$ cat src/rtl/fb_frame_writer.sv
// Ping-pong frame buffer writer: streams pixels into one bank while the
// display reads the other, swapping banks only at the display frame origin.
module fb_frame_writer #(
  parameter int IMG_W      = 200,
  parameter int IMG_H      = 200,
  parameter int ADDR_WIDTH = 16,
  parameter int DATA_WIDTH = 12
) (
  input  logic                  clk,
  input  logic                  rst_n,
  input  logic [10:0]           h_cnt,
  input  logic [10:0]           v_cnt,
  input  logic                  s_valid,
  input  logic                  s_sof,
  input  logic [DATA_WIDTH-1:0] s_data,
  output logic                  s_ready,
  output logic                  wr_en,
  output logic                  wr_bank,
  output logic [ADDR_WIDTH-1:0] wr_addr,
  output logic [DATA_WIDTH-1:0] wr_data,
  output logic                  disp_bank,
  output logic                  frame_done,
  output logic                  sync_err,
  output logic [7:0]            frame_cnt
);

  typedef enum logic {
    FILL = 1'b0,
    FULL = 1'b1
  } state_t;

  localparam logic [ADDR_WIDTH-1:0] LAST_ADDR =
    ADDR_WIDTH'(IMG_W * IMG_H - 1);

  state_t                r_state;
  logic [ADDR_WIDTH-1:0] r_pix_addr;

  logic                  w_accept;
  logic                  w_origin;
  logic                  w_last;
  logic                  w_resync;
  logic [ADDR_WIDTH-1:0] w_addr;

  assign s_ready  = (r_state == FILL);
  assign w_accept = s_valid && s_ready;
  assign w_origin = (h_cnt == '0) && (v_cnt == '0);

  // An s_sof beat always lands at address 0; the last-pixel test uses
  // that resulting address so a 1-pixel image still completes.
  assign w_addr   = s_sof ? '0 : r_pix_addr;
  assign w_last   = (w_addr == LAST_ADDR);
  assign w_resync = s_sof && (r_pix_addr != '0);

  // wr_bank only flips in FULL, where no write can be in flight.
  always_ff @(posedge clk or negedge rst_n) begin
    if (!rst_n) begin
      r_state    <= FILL;
      r_pix_addr <= '0;
      wr_en      <= 1'b0;
      wr_bank    <= 1'b0;
      wr_addr    <= '0;
      wr_data    <= '0;
      disp_bank  <= 1'b1;
      frame_done <= 1'b0;
      sync_err   <= 1'b0;
      frame_cnt  <= 8'd0;
    end else begin
      wr_en      <= 1'b0;
      frame_done <= 1'b0;
      sync_err   <= 1'b0;
      unique case (r_state)
        FILL: begin
          if (w_accept) begin
            wr_en    <= 1'b1;
            wr_addr  <= w_addr;
            wr_data  <= s_data;
            sync_err <= w_resync;
            if (w_last) begin
              r_pix_addr <= '0;
              r_state    <= FULL;
              frame_done <= 1'b1;
            end else begin
              r_pix_addr <= w_addr + 1'b1;
            end
          end
        end
        FULL: begin
          if (w_origin) begin
            disp_bank <= wr_bank;
            wr_bank   <= ~wr_bank;
            frame_cnt <= frame_cnt + 8'd1;
            r_state   <= FILL;
          end
        end
        default: r_state <= FILL;
      endcase
    end
  end

endmodule

$ cat config.mk
export PLATFORM = sky130hd
export DESIGN_NAME = fb_frame_writer
export DESIGN_NICKNAME = d
export VERILOG_FILES = /design/src/rtl/fb_frame_writer.sv
export SDC_FILE = /design/constraint.sdc
export NUM_CORES = 1
export LEC_CHECK = 0
export ABC_CLOCK_PERIOD_IN_PS = 3500
export BUFFER_PORTS_ARGS = -buffer_cell sky130_fd_sc_hd__buf_2
export CORE_MARGIN = 2
export CORE_UTILIZATION = 40
export DETAILED_ROUTE_END_ITERATION = 8
export GPL_TIMING_DRIVEN = 1
export PLACE_DENSITY_LB_ADDON = 0.05
export SYNTH_ARGS = -nofsm -noshare
export SYNTH_HDL_FRONTEND = slang
export SYNTH_SLANG_ARGS = --single-unit
$ cat constraint.sdc
create_clock -name clk -period 3.5 [get_ports clk]
set_clock_uncertainty 0.1 [all_clocks]
set_input_delay 0.35 -clock clk [delete_from_list [all_inputs] [get_ports clk]]
set_output_delay 0.35 -clock clk [all_outputs]
set_load 0.05 [all_outputs]
Word-level counts from Yosys, hierarchy flattened
Cells that the tools add are included.
{"block": "classes", "addsub": 2, "n_eq_ne": 1, "muxes": 11, "bitwise": 2, "n_reduce_logical": 8}
{"cell": "$mux 16", "count": 2}
{"cell": "$logic_not 11->1", "count": 2}
{"cell": "$add 16x1->16 const B", "count": 1}
{"cell": "$eq 16x16->1 const B", "count": 1}
{"cell": "$reduce_bool 16->1", "count": 1}
{"cell": "$add 8x1->8 const B", "count": 1}
{"cell": "$mux 1", "count": 8}
{"cell": "$reduce_and 2->1", "count": 2}
{"cell": "$logic_and 1x1->1", "count": 3}
{"cell": "$not 1->1", "count": 2}
{"cell": "$pmux 1 s2", "count": 1}
{"block": "totals", "register_bits": 58, "inputBits": 38, "out_inout_bits": 42, "word_cells": 34}

Depth between registers and ports, before layout
{"block": "logic_depth", "ltp_word": 5, "mapped_depth": 6, "ltp_nobuf": 5}

Least setup slack after synthesis
No wires, ideal clock.
{"block": "synth_path", "kind": "input-to-reg", "startpoint": "in h_cnt[1]", "endpoint": "reg frame_cnt[1]", "setup_time_ps": 125, "arrival_ps": 1449, "required_ps": 3275, "setup_slack_ps": 1826, "path_stages": 4, "path_buffers": 0, "path_cell_list": "nor4_2 nand4_2 nor3_4 mux2_2"}
{"block": "synth_between", "elab_chain_len": 3}
{"element": "start, declared", "line_no": "11", "rtl": "input logic [10:0] h_cnt,"}
{"element": "$logic_not 11->1", "line_no": "46", "rtl": "assign w_origin = (h_cnt == '0) && (v_cnt == '0);"}
{"element": "$logic_and 1x1->1", "line_no": "46"}
{"element": "$reduce_and 2->1 (no source line)"}
{"element": "end signal, assigned", "line_no": "91", "rtl": "frame_cnt <= frame_cnt + 8'd1;"}
{"element": "end, declared", "line_no": "24", "rtl": "output logic [7:0] frame_cnt"}
No other way between the ends.
A chain may end at the register's enable or synchronous reset.

Worst setup path after layout
{"block": "layout_path", "startpoint": "reg r_state", "endpoint": "reg r_pix_addr[14]"}
{"block": "layout_between", "elab_chain_len": 3}
{"element": "start, declared", "line_no": "35", "rtl": "state_t r_state;"}
{"element": "start signal, assigned", "line_no": "57", "rtl": "r_state <= FILL;"}
{"element": "start signal, assigned", "line_no": "80", "rtl": "r_state <= FULL;"}
{"element": "start signal, assigned", "line_no": "92", "rtl": "r_state <= FILL;"}
{"element": "$not 1->1 (no source line) *"}
{"element": "$logic_and 1x1->1", "line_no": "45", "rtl": "assign w_accept = s_valid && s_ready;"}
{"element": "$reduce_and 2->1 (no source line) *"}
{"element": "end signal, assigned", "line_no": "83", "rtl": "r_pix_addr <= w_addr + 1'b1;"}
{"element": "end, declared", "line_no": "36", "rtl": "logic [ADDR_WIDTH-1:0] r_pix_addr;"}
Every way passes the cells marked *; elsewhere a longest branch is shown, timed or not.

==> impl_metrics.yaml <==
global_routing:
  grt_pass1_vias: 2176
  antenna_found_initial: 0
  grt_pass1_wl_um: 10400
  grt_max_degree: 37
  track_usage_pct: 17.7
  grt-ovfl-total: 0
critical_path:
  crit_path_end_kind: "flip-flop"
  crit_end: "r_pix_addr[14]$_DFFE_PN0P_"
  path_depth: 5
  r2r_slack_ns: 1.25
  cp-start-kind: "flip-flop"
  crit_slowest_cell: "nand2b_2"
  timing.critical_path.buf_inv: 1
  crit_start: "r_state$_DFF_PN0_"
  cp_top_family: "simple AND/OR/NAND/NOR gates"
  crit_type: "reg -> reg"
  path_cells: "nand2b_2 > inv_2 > and4_1 > and2_1 > a221o_1"
  cpPeakStageDelay_ns: 0.52
  critical_path.max_fanout: 32
  required_ns: 3.62
  reg2reg_from: "r_state$_DFF_PN0_"
  critPathArrivalTime_ns: 2.37
  r2r_cells: 5
  rr_endpoint: "r_pix_addr[14]$_DFFE_PN0P_"
cts:
  cts_htree_levels: 3
  root_buffer: "clkbuf_8"
  cts_tree: "done"
  clkTransAtPathRegs_ns: 0.07
  cts_setup_buffers: 0
  clkSinkCount: 58
  worstSkewPairLatency_ns: 0.34
  cts_max_path_buffers: 2
  cts_buffers: 9
drt:
  drt_wl_total_um: 6270
  antenna_left: 0
  drc: 0
  vias: 2338
  first_pass_iters: 4
  wl_per_cell_um: 14.0
  detail_route.iter0.violations: 108
  viasPerCell: 5.23
synth:
  syn_avg_cell_area_um2: 9.60
  synth_area_leaders: "dfrtp_1, nand2_1, o21ai_0"
  synth_ff_type: "dfrtp_1"
  synth_seq_cells: 58
  synth_area_leader_cell: "dfrtp_1"
  synth_cells: 284
  seq_area_frac_synth_pct: 53.3
  synth_edf_count: 0
  yosys_warnings: 0
  synthDistinctLibCells: 48
  synth_nets: 323
  syn-cell-area_um2: 2730
  yosys.area.top_type_share_pct: 52.3
  synth_async_sr_flop_share_pct: 100
floorplan:
  row_count: 30
  die-area_um2: 7490
  core-area_um2: 6680
  fp.dieH_um: 86.6
  initial_core_util_pct: 40.8
  die_x_um: 86.6
  ioPinCount: 80
power_and_ir_drop:
  power.internal_mw: 1.17
  p_leak_nw: 1.75
  clock_power_share_pct: 48.0
  p_comb_share_pct: 6.6
  power_density_nw_per_um2: 445
  netSwitchingFraction_pct: 22.8
  p_sw_mw: 0.347
  ir_worst_vdd_mv: 0.167
  pwr-share-seq_pct: 45.4
run:
  drv_cap: 0
placed_design:
  dpl.hpwl_um: 4320
  io_buffers: 79
  gp_congestion: 0.755
  dpl-instance-area_um2: 3170
timing:
  fmaxAchievable_ghz: 0.445
  slew-limit-headroom_pct: 60.7
  worstMarginPinSlew_ns: 0.589
  tns_ns: 0
  final-setup-viol-count: 0
  min_period_over_period_pct: 64.2
  slew_viol_final: 0
  finalHoldViolCount: 0
  rsz0062_at_grt: "false"
  finalCriticalPeriod_ns: 2.25
final_layout:
  n_antenna_cell: 0
  final_nets: 401
  drive_above_1_share_pct: 30.5
  syn_to_final_growth_pct: 25.3
  finish.utilization_pct: 51.1
  final_common_cell: "buf_2"
  fin_area_um2: 3420
  fillers: 651
  final_cell_mix: "buf_2, nand2_1, dfrtp_1, o21ai_0, nor2_1"
hold_path:
  hp-class: "in -> reg"
  worstHoldStart: "s_data[9]"
status:
  outcome: "completed"
==> sequential cells by signal, indices dropped and copies added, names as in the netlist <==
signal      cells
wr_bank         1
wr_en           1
r_state         1
wr_data        12
disp_bank       1
r_pix_addr     16
wr_addr        16
sync_err        1
frame_cnt       8
frame_done      1
==> area by class of cell <==
class	count	area (um2)	area share (%)
clock buffer	12	165	4.84
sequential	58	1450	42.5
clock inverter	4	72.6	2.12
multi-input combinational	207	1190	34.8
timing repair buffer	82	420	12.3
tap	80	100	2.93
inverter	4	15.0	0.440
==> cells in the mapped netlist, drive strengths merged, types with 4 or more instances <==
cell,instances
a21oi,9
a31oi,10
and3,4
buf,8
clkbuf,7
dfrtp,57
inv,4
nand2,62
nand2b,15
nand3,8
nand4,5
nor2,15
nor3,6
nor4,14
o21ai,22
o31ai,4
xor2,7
==> worst reg2reg max path: stages, from the launching register on <==
cell and delay (ns):
dfrtp_1 0.39, nand2b_2 0.52, inv_2 0.40, and4_1 0.30, and2_1 0.16, a221o_1 0.28
==> power groups by stage <==
stage	Sequential, mW	Clock, mW	Combinational [mW]
after global placement	0.701	0	0.101
after detailed placement	0.702	0	0.102
after CTS	0.689	0.750	0.103
final	0.689	0.729	0.101
after floorplan	0.727	0	0.0273
after global routing	0.690	0.776	0.112
==> how the worst min path moves through the flow <==
| stage | end | slack, ns | cells past startpoint |
|---|---|---|---|
| after floorplan | frame_cnt[0]$_DFFE_PN0P_ | -0.05 | 0 |
| after global placement | frame_cnt[4]$_DFFE_PN0P_ | 0.27 | 1 |
| after detailed placement | frame_cnt[4]$_DFFE_PN0P_ | 0.28 | 1 |
| after CTS | wr_data[9]$_DFFE_PN0P_ | 0.08 | 3 |
| after global routing | wr_data[4]$_DFFE_PN0P_ | 0.1 | 3 |
| final | wr_data[9]$_DFFE_PN0P_ | 0.09 | 3 |
==> timing repair <==
action | CTS | global route
hold endpoints to repair | 22 | 0
setup endpoints to repair | 0 | 0
hold buffers | 1 | 0
resized for setup | 0 | 0
==> metrics by stage <==
step	setup slack (ns)	total power, mW	hold slack [ns]	instances
floorplan	1.83	0.754	-0.0456	284
global placement	1.27	0.802	0.268	430
detailed placement	1.25	0.804	0.280	430
CTS	1.24	1.54	0.0799	447
global route	1.09	1.58	0.0975	447
finish	1.25	1.52	0.0936	447
==> kinds of logic (layout without fill, tap and decap cells) <==
family          count (synthesis)  in the layout  share of synthesized area, %
fa+ha+maj                       1              1                         0.459
flops                          58             58                          53.3
mux                             4              4                          1.56
xor+xnor                        8              8                          2.57
simple gates                  138            138                          26.5
buf+inv                        19            102                          3.17
compound gates                 56             56                          12.5
==> routing by layer <==
metal,part of all wire (%),GRT usage (%),vias up,wire length [um]
met2,47,28.3,72,2930
met5,0,0,-,0
met3,6.1,4.67,9,384
met1,46,22.9,1091,2850
met4,1.5,7.24,0,95
li1,-,-,1166,-
Note: power is estimated with default switching activity, not from simulation.
